<file path="src/rtl/muxn_pipe.sv">
// muxn_pipe: registered N-way word selector with valid/ready handshaking.
// One output register stage; per-channel ready; direct selection via SEL.
// Optional round-robin arbitration is compiled in when the macro
// MUXN_RR_EN is defined (MODE=1 then selects round-robin). Without the
// macro, MODE is ignored and the block always runs in direct mode.
//
// Handshake rule (both sides): a word moves on a rising CLK edge exactly
// when valid and ready are both high in the cycle before that edge. A
// producer holds its data and valid until it sees ready; ready never
// depends on the same channel's own valid in direct mode.
module muxn_pipe #(
    parameter int WIDTH = 16,
    parameter int N     = 16,
    parameter int SEL_W = $clog2(N)
) (
    input  logic               CLK,
    input  logic               RST_N,
    input  logic [N*WIDTH-1:0] IN,
    input  logic [N-1:0]       IN_VALID,
    output logic [N-1:0]       IN_READY,
    input  logic [SEL_W-1:0]   SEL,
    input  logic               MODE,
    output logic [WIDTH-1:0]   OUT,
    output logic               OUT_VALID,
    output logic [SEL_W-1:0]   OUT_CHAN,
    input  logic               OUT_READY
);

    logic             load;
    logic             sel_in_range;
    logic             cand_ok;
    logic [SEL_W-1:0] cand;
    logic             transfer;
    logic [WIDTH-1:0] cap_data;

    // The output register can take a word when empty or being drained.
    // Held low during reset so no channel sees ready while RST_N=0.
    assign load         = RST_N && (!OUT_VALID || OUT_READY);
    assign sel_in_range = (32'(SEL) < 32'(N));

`ifdef MUXN_RR_EN
    logic [SEL_W-1:0] ptr;
    logic [SEL_W-1:0] ptr_next;
    logic [SEL_W-1:0] rr_cand;
    logic             rr_found;
    int               rr_dist;
    int               rr_best;

    // Round-robin scan: pick the valid channel with the smallest cyclic
    // distance from ptr, i.e. the first valid one scanning ptr..ptr+N-1.
    always_comb begin
        rr_best = N;
        rr_cand = '0;
        rr_dist = 0;
        for (int i = 0; i < N; i++) begin
            rr_dist = i - int'(ptr);
            if (rr_dist < 0) rr_dist = rr_dist + N;
            if (IN_VALID[i] && (rr_dist < rr_best)) begin
                rr_best = rr_dist;
                rr_cand = SEL_W'(i);
            end
        end
    end

    assign rr_found = (rr_best < N);
    assign cand     = MODE ? rr_cand  : SEL;
    assign cand_ok  = MODE ? rr_found : sel_in_range;
    // Wrap explicitly so ptr never holds a value >= N for non-power-of-two N.
    assign ptr_next = (cand == SEL_W'(N - 1)) ? '0 : cand + 1'b1;

    // Pointer moves past the granted channel only on round-robin transfers;
    // it is retained across mode switches.
    always_ff @(posedge CLK or negedge RST_N) begin
        if (!RST_N) begin
            ptr <= '0;
        end else if (transfer && MODE) begin
            ptr <= ptr_next;
        end
    end
`else
    logic unused_mode;

    assign unused_mode = MODE;
    assign cand        = SEL;
    assign cand_ok     = sel_in_range;
`endif

    // One-hot ready towards the candidate channel plus the data mux that
    // feeds the output register.
    always_comb begin
        IN_READY = '0;
        cap_data = '0;
        for (int i = 0; i < N; i++) begin
            if (load && cand_ok && (cand == SEL_W'(i))) begin
                IN_READY[i] = 1'b1;
                cap_data    = IN[i*WIDTH +: WIDTH];
            end
        end
    end

    assign transfer = |(IN_VALID & IN_READY);

    // Output stage: capture on transfer, empty on load without transfer,
    // hold everything under backpressure.
    always_ff @(posedge CLK or negedge RST_N) begin
        if (!RST_N) begin
            OUT       <= '0;
            OUT_VALID <= 1'b0;
            OUT_CHAN  <= '0;
        end else if (load) begin
            if (transfer) begin
                OUT       <= cap_data;
                OUT_CHAN  <= cand;
                OUT_VALID <= 1'b1;
            end else begin
                OUT_VALID <= 1'b0;
            end
        end
    end

endmodule

</file>
<file path="config.mk">
export PLATFORM = sky130hd
export DESIGN_NAME = muxn_pipe
export DESIGN_NICKNAME = d
export VERILOG_FILES = /design/src/rtl/muxn_pipe.sv
export SDC_FILE = /design/constraint.sdc
export NUM_CORES = 1
export LEC_CHECK = 0
export BUFFER_PORTS_ARGS = -buffer_cell sky130_fd_sc_hd__buf_2
export CAP_MARGIN = 20
export CORE_AREA = 8 8 116 118
export CTS_CLUSTER_DIAMETER = 200
export DETAILED_ROUTE_END_ITERATION = 10
export DIE_AREA = 0 0 124 126
export PLACE_DENSITY = 0.68
export SLEW_MARGIN = 0
export SYNTH_ARGS = -nofsm -noshare
export SYNTH_HDL_FRONTEND = slang
export SYNTH_SLANG_ARGS = --single-unit
</file>
<file path="constraint.sdc">
create_clock -name CLK -period 2 [get_ports CLK]
set_input_delay 0.3 -clock CLK [delete_from_list [all_inputs] [get_ports CLK]]
set_output_delay 0.3 -clock CLK [all_outputs]
set_load 0.005 [all_outputs]
</file>
==> impl_metrics.ini <==
[cts]
hold_buffers = 0
cts.root.buffer_cell = clkbuf_16
htree_levels = 1
clkSlewWorstSetupHoldPaths_ps = 60
post_cts_buffers = 0
cts_inserted_buffers = 3
clock_tree.buffer_depth = 2
clock_latency_of_the_later_clocked_register_in_the_worst_skew_pair_ps = 250
cells_resized_by_post_cts_repair = 4
numClockSinks = 21
cts_tree = yes

[setup_path]
critPathBufInv = 3
crit_arrival_ps = 1680
cp_slowest_cell = dfrtp_1
cp_data_required_time_ps = 1700
cp_launch_type = register
setup_crit_path_kind = register to output port
timing.critical_path.max_delay_family = simple AND/OR/NAND/NOR gates
endpoint_kind = output port
delay_of_the_slowest_critical_path_stage_ps = 410
worstPathCellList = nor2b_1 > buf_4 > nor2_2 > nand2_4 > buf_4 > nor2_1 > buf_2
critical_path.max_fanout = 6
path_common_cell = buf_4

[synthesis]
synthDominantCellAreaShare_pct = 14.9
synth_area_leaders = dfrtp_1 (15%), mux4_2 (13%), mux2i_1 (7.1%)
synth-edff-count = 0
async_flop_share_pct = 100
ys_warn_count = 0
ys_seq_elements = 21
synth_cell_type_count = 55
syn_nets = 730
synth_seq_area_share_pct = 14.9
synth_area_mm2 = 0.00352
yosysTopAreaCell = dfrtp_1
synth_cells = 450
synthFlopType = dfrtp_1
postSynthAreaPerCell_um2 = 7.83

[routing]
route.detailed.wl_per_inst_um = 22.3
drt_drc_violations_left = 0
drt-total-wl_um = 21000
vias = 5208
detailedRoute.firstIterationViolations = 485
post_drt_via_cell_ratio = 5.52
initial_drt_pass_iterations = 5
detail-route-antenna-nets = 0

[power_and_ir_drop]
power.switching_fraction_pct = 36.8
power_switching_mw = 0.899
power.density_cell_area_mw_per_mm2 = 421
p_leak_nw = 2.90
pwr-share-clk_pct = 17.9
irDropWorstVdd_mv = 0.282
p_comb_share_pct = 56.4
internal_power_mw = 1.54
power.sequential.fraction_pct = 25.6
report.power.total_mw = 2.44

[job]
cap_violations = 0

[final_layout]
final_layout_size_suffix_gt1_share_pct = 55.4
layout.nets = 1074
syn_to_final_growth_pct = 64.7
finish.utilization_pct = 49.6
fillers = 1243
design_area_mm2 = 0.00580

[sta]
timing.final.crit_period_ps = 1980
timing.slew.headroom_pct = 75.0
setup-tns-final_ps = 0
finalHoldWorstSlack_ps = 125
max_freq_mhz = 505
timing.final.max_slew_violations = 0
timing.final.hold_violations = 0
worst_clock_skew_ps = 1.79
unrepaired_setup_endpoints_after_global_routing = true
timing.final.crit_share_pct = 99.0
timing_worst_slew_pin_value_ps = 374
timing.final.setup_violations = 0

[floorplanning]
design.die.area_mm2 = 0.0156
floorplan.initialDensity_pct = 30.1
design.portCount = 317
die_w_um = 124
fp.dieH_um = 126
row_count = 40
floorplan.core_area_mm2 = 0.0117

[global_route]
grtUsageTotal_pct = 26.0
grt_pass1_wl_um = 31300
grt_overflow = 0
grt_antenna_before_repair = 8
grt_max_degree = 26
first_global_vias = 5482

[placement]
placedInstanceArea_mm2 = 0.00568
gpl.final_weighted_congestion = 0.925
place.port_buffers = 315
detailedPlacementHpwl_um = 18000

[status]
run_status = finished, final reports clean

[min_path]
timing.hold.worst.class = input pin to asynchronous set/reset pin
kinds of logic (layout without fill, tap and decap cells):
| kind of cell | Yosys count | after routing | synth area share, % |
|---|---|---|---|
| buffers and inverters | 58 | 401 | 7.71 |
| other | 0 | 3 | 0 |
| flip-flops | 21 | 21 | 14.9 |
| AO/OA/AOI/OAI | 172 | 172 | 32.4 |
| multiplexers | 63 | 63 | 26.0 |
| AND/OR/NAND/NOR | 136 | 136 | 19.0 |
synth_stat cells, drive strengths merged (2+ instances only):
cell type	count
clkinv	2
o22a	4
a21o	3
inv	9
o211ai	6
nor3	15
a21oi	39
a211oi	13
buf	30
o32ai	4
a22oi	4
mux2	17
a2bb2oi	2
o22ai	9
o31ai	6
mux4	21
o21ai	39
clkbuf	17
nand2b	9
and3	3
nand2	33
mux2i	25
a31oi	6
nor2b	11
or3	5
dfrtp	21
nand3b	3
a221oi	6
nor2	37
o21a	2
a22o	6
o41ai	2
a32oi	4
o221ai	11
nand3	10
and2	4
through the flow:
stage	setup slack (ps)	std cells
2_1_floorplan	17.4	450
4_1_cts	38.7	940
5_1_grt	-43.9	942
6_report	20.3	943
3_3_place_gp	-79.7	936
3_5_place_dp	-110	936
placed cells by master (no fill, tap or decap), types with 3 or more instances in the layout:
cell type,instances
nor2b_1,10
nand2_1,29
o22a_1,4
a221oi_1,6
o211ai_1,6
mux2i_1,25
a22oi_1,4
a21o_1,3
o32ai_1,4
buf_4,66
dfrtp_1,21
o22ai_1,9
o31ai_1,6
clkbuf_16,3
and3_1,3
buf_12,7
buf_2,313
mux4_2,21
a22o_1,6
o21ai_0,39
nand3b_1,3
nand2b_1,8
inv_1,9
a31oi_1,6
a211oi_1,13
o221ai_1,11
a21oi_1,38
a32oi_1,4
nor2_1,36
mux2_2,17
diode_2,3
nand3_1,10
or3_1,5
nor3_1,13
worst register-to-register path, delay by kind of cell, from the launching register on:
family,cells,cell delay [ps]
AOI/OAI and AO/OA,3,560
and+or+nand+nor,3,550
DFF,1,410
buffers and inverters,2,310
path summary, 6_finish.rpt:
kind,from,endpoint,slack (ps),cells after the start
min in group CLK,OUT_READY,OUT_VALID,350,3
max,OUT_VALID,IN_READY[13],20,7
min,RST_N,OUT_CHAN[2],130,2
max in group asynchronous,RST_N,OUT[4],1640,2
min reg2reg,OUT_CHAN[3],OUT_CHAN[3],480,2
max reg2reg,OUT_VALID,OUT[1],50,8
power by group through the flow:
stage | Clock, mW | Sequential [mW] | Combinational, mW
2_1_floorplan | 0 | 0.632 | 0.617
3_3_place_gp | 0 | 0.628 | 1.35
3_5_place_dp | 0 | 0.632 | 1.36
4_1_cts | 0.439 | 0.625 | 1.37
5_1_grt | 0.456 | 0.641 | 1.50
6_report | 0.438 | 0.626 | 1.38
final cells by class:
class	instances	area, µm²	share of cell area (%)
tap	147	184	3.17
inverter	11	41.3	0.712
multi-input combinational	371	2760	47.6
clock buffer	4	78.8	1.36
timing repair buffer	386	2200	37.9
sequential	21	526	9.06
antenna	3	7.51	0.129
sequential cells by signal (all words and copies together), names as in the netlist:
name,cells
OUT,16
OUT_CHAN,4
OUT_VALID,1
metal layers:
layer	track usage, %	wire [µm]	vias to the layer above
li1	-	-	2440
met1	33.0	8490	2447
met2	42.3	9980	270
met3	7.02	2090	39
met4	7.21	410	12
met5	0	68	-
Note: power is estimated with default switching activity, not from simulation.
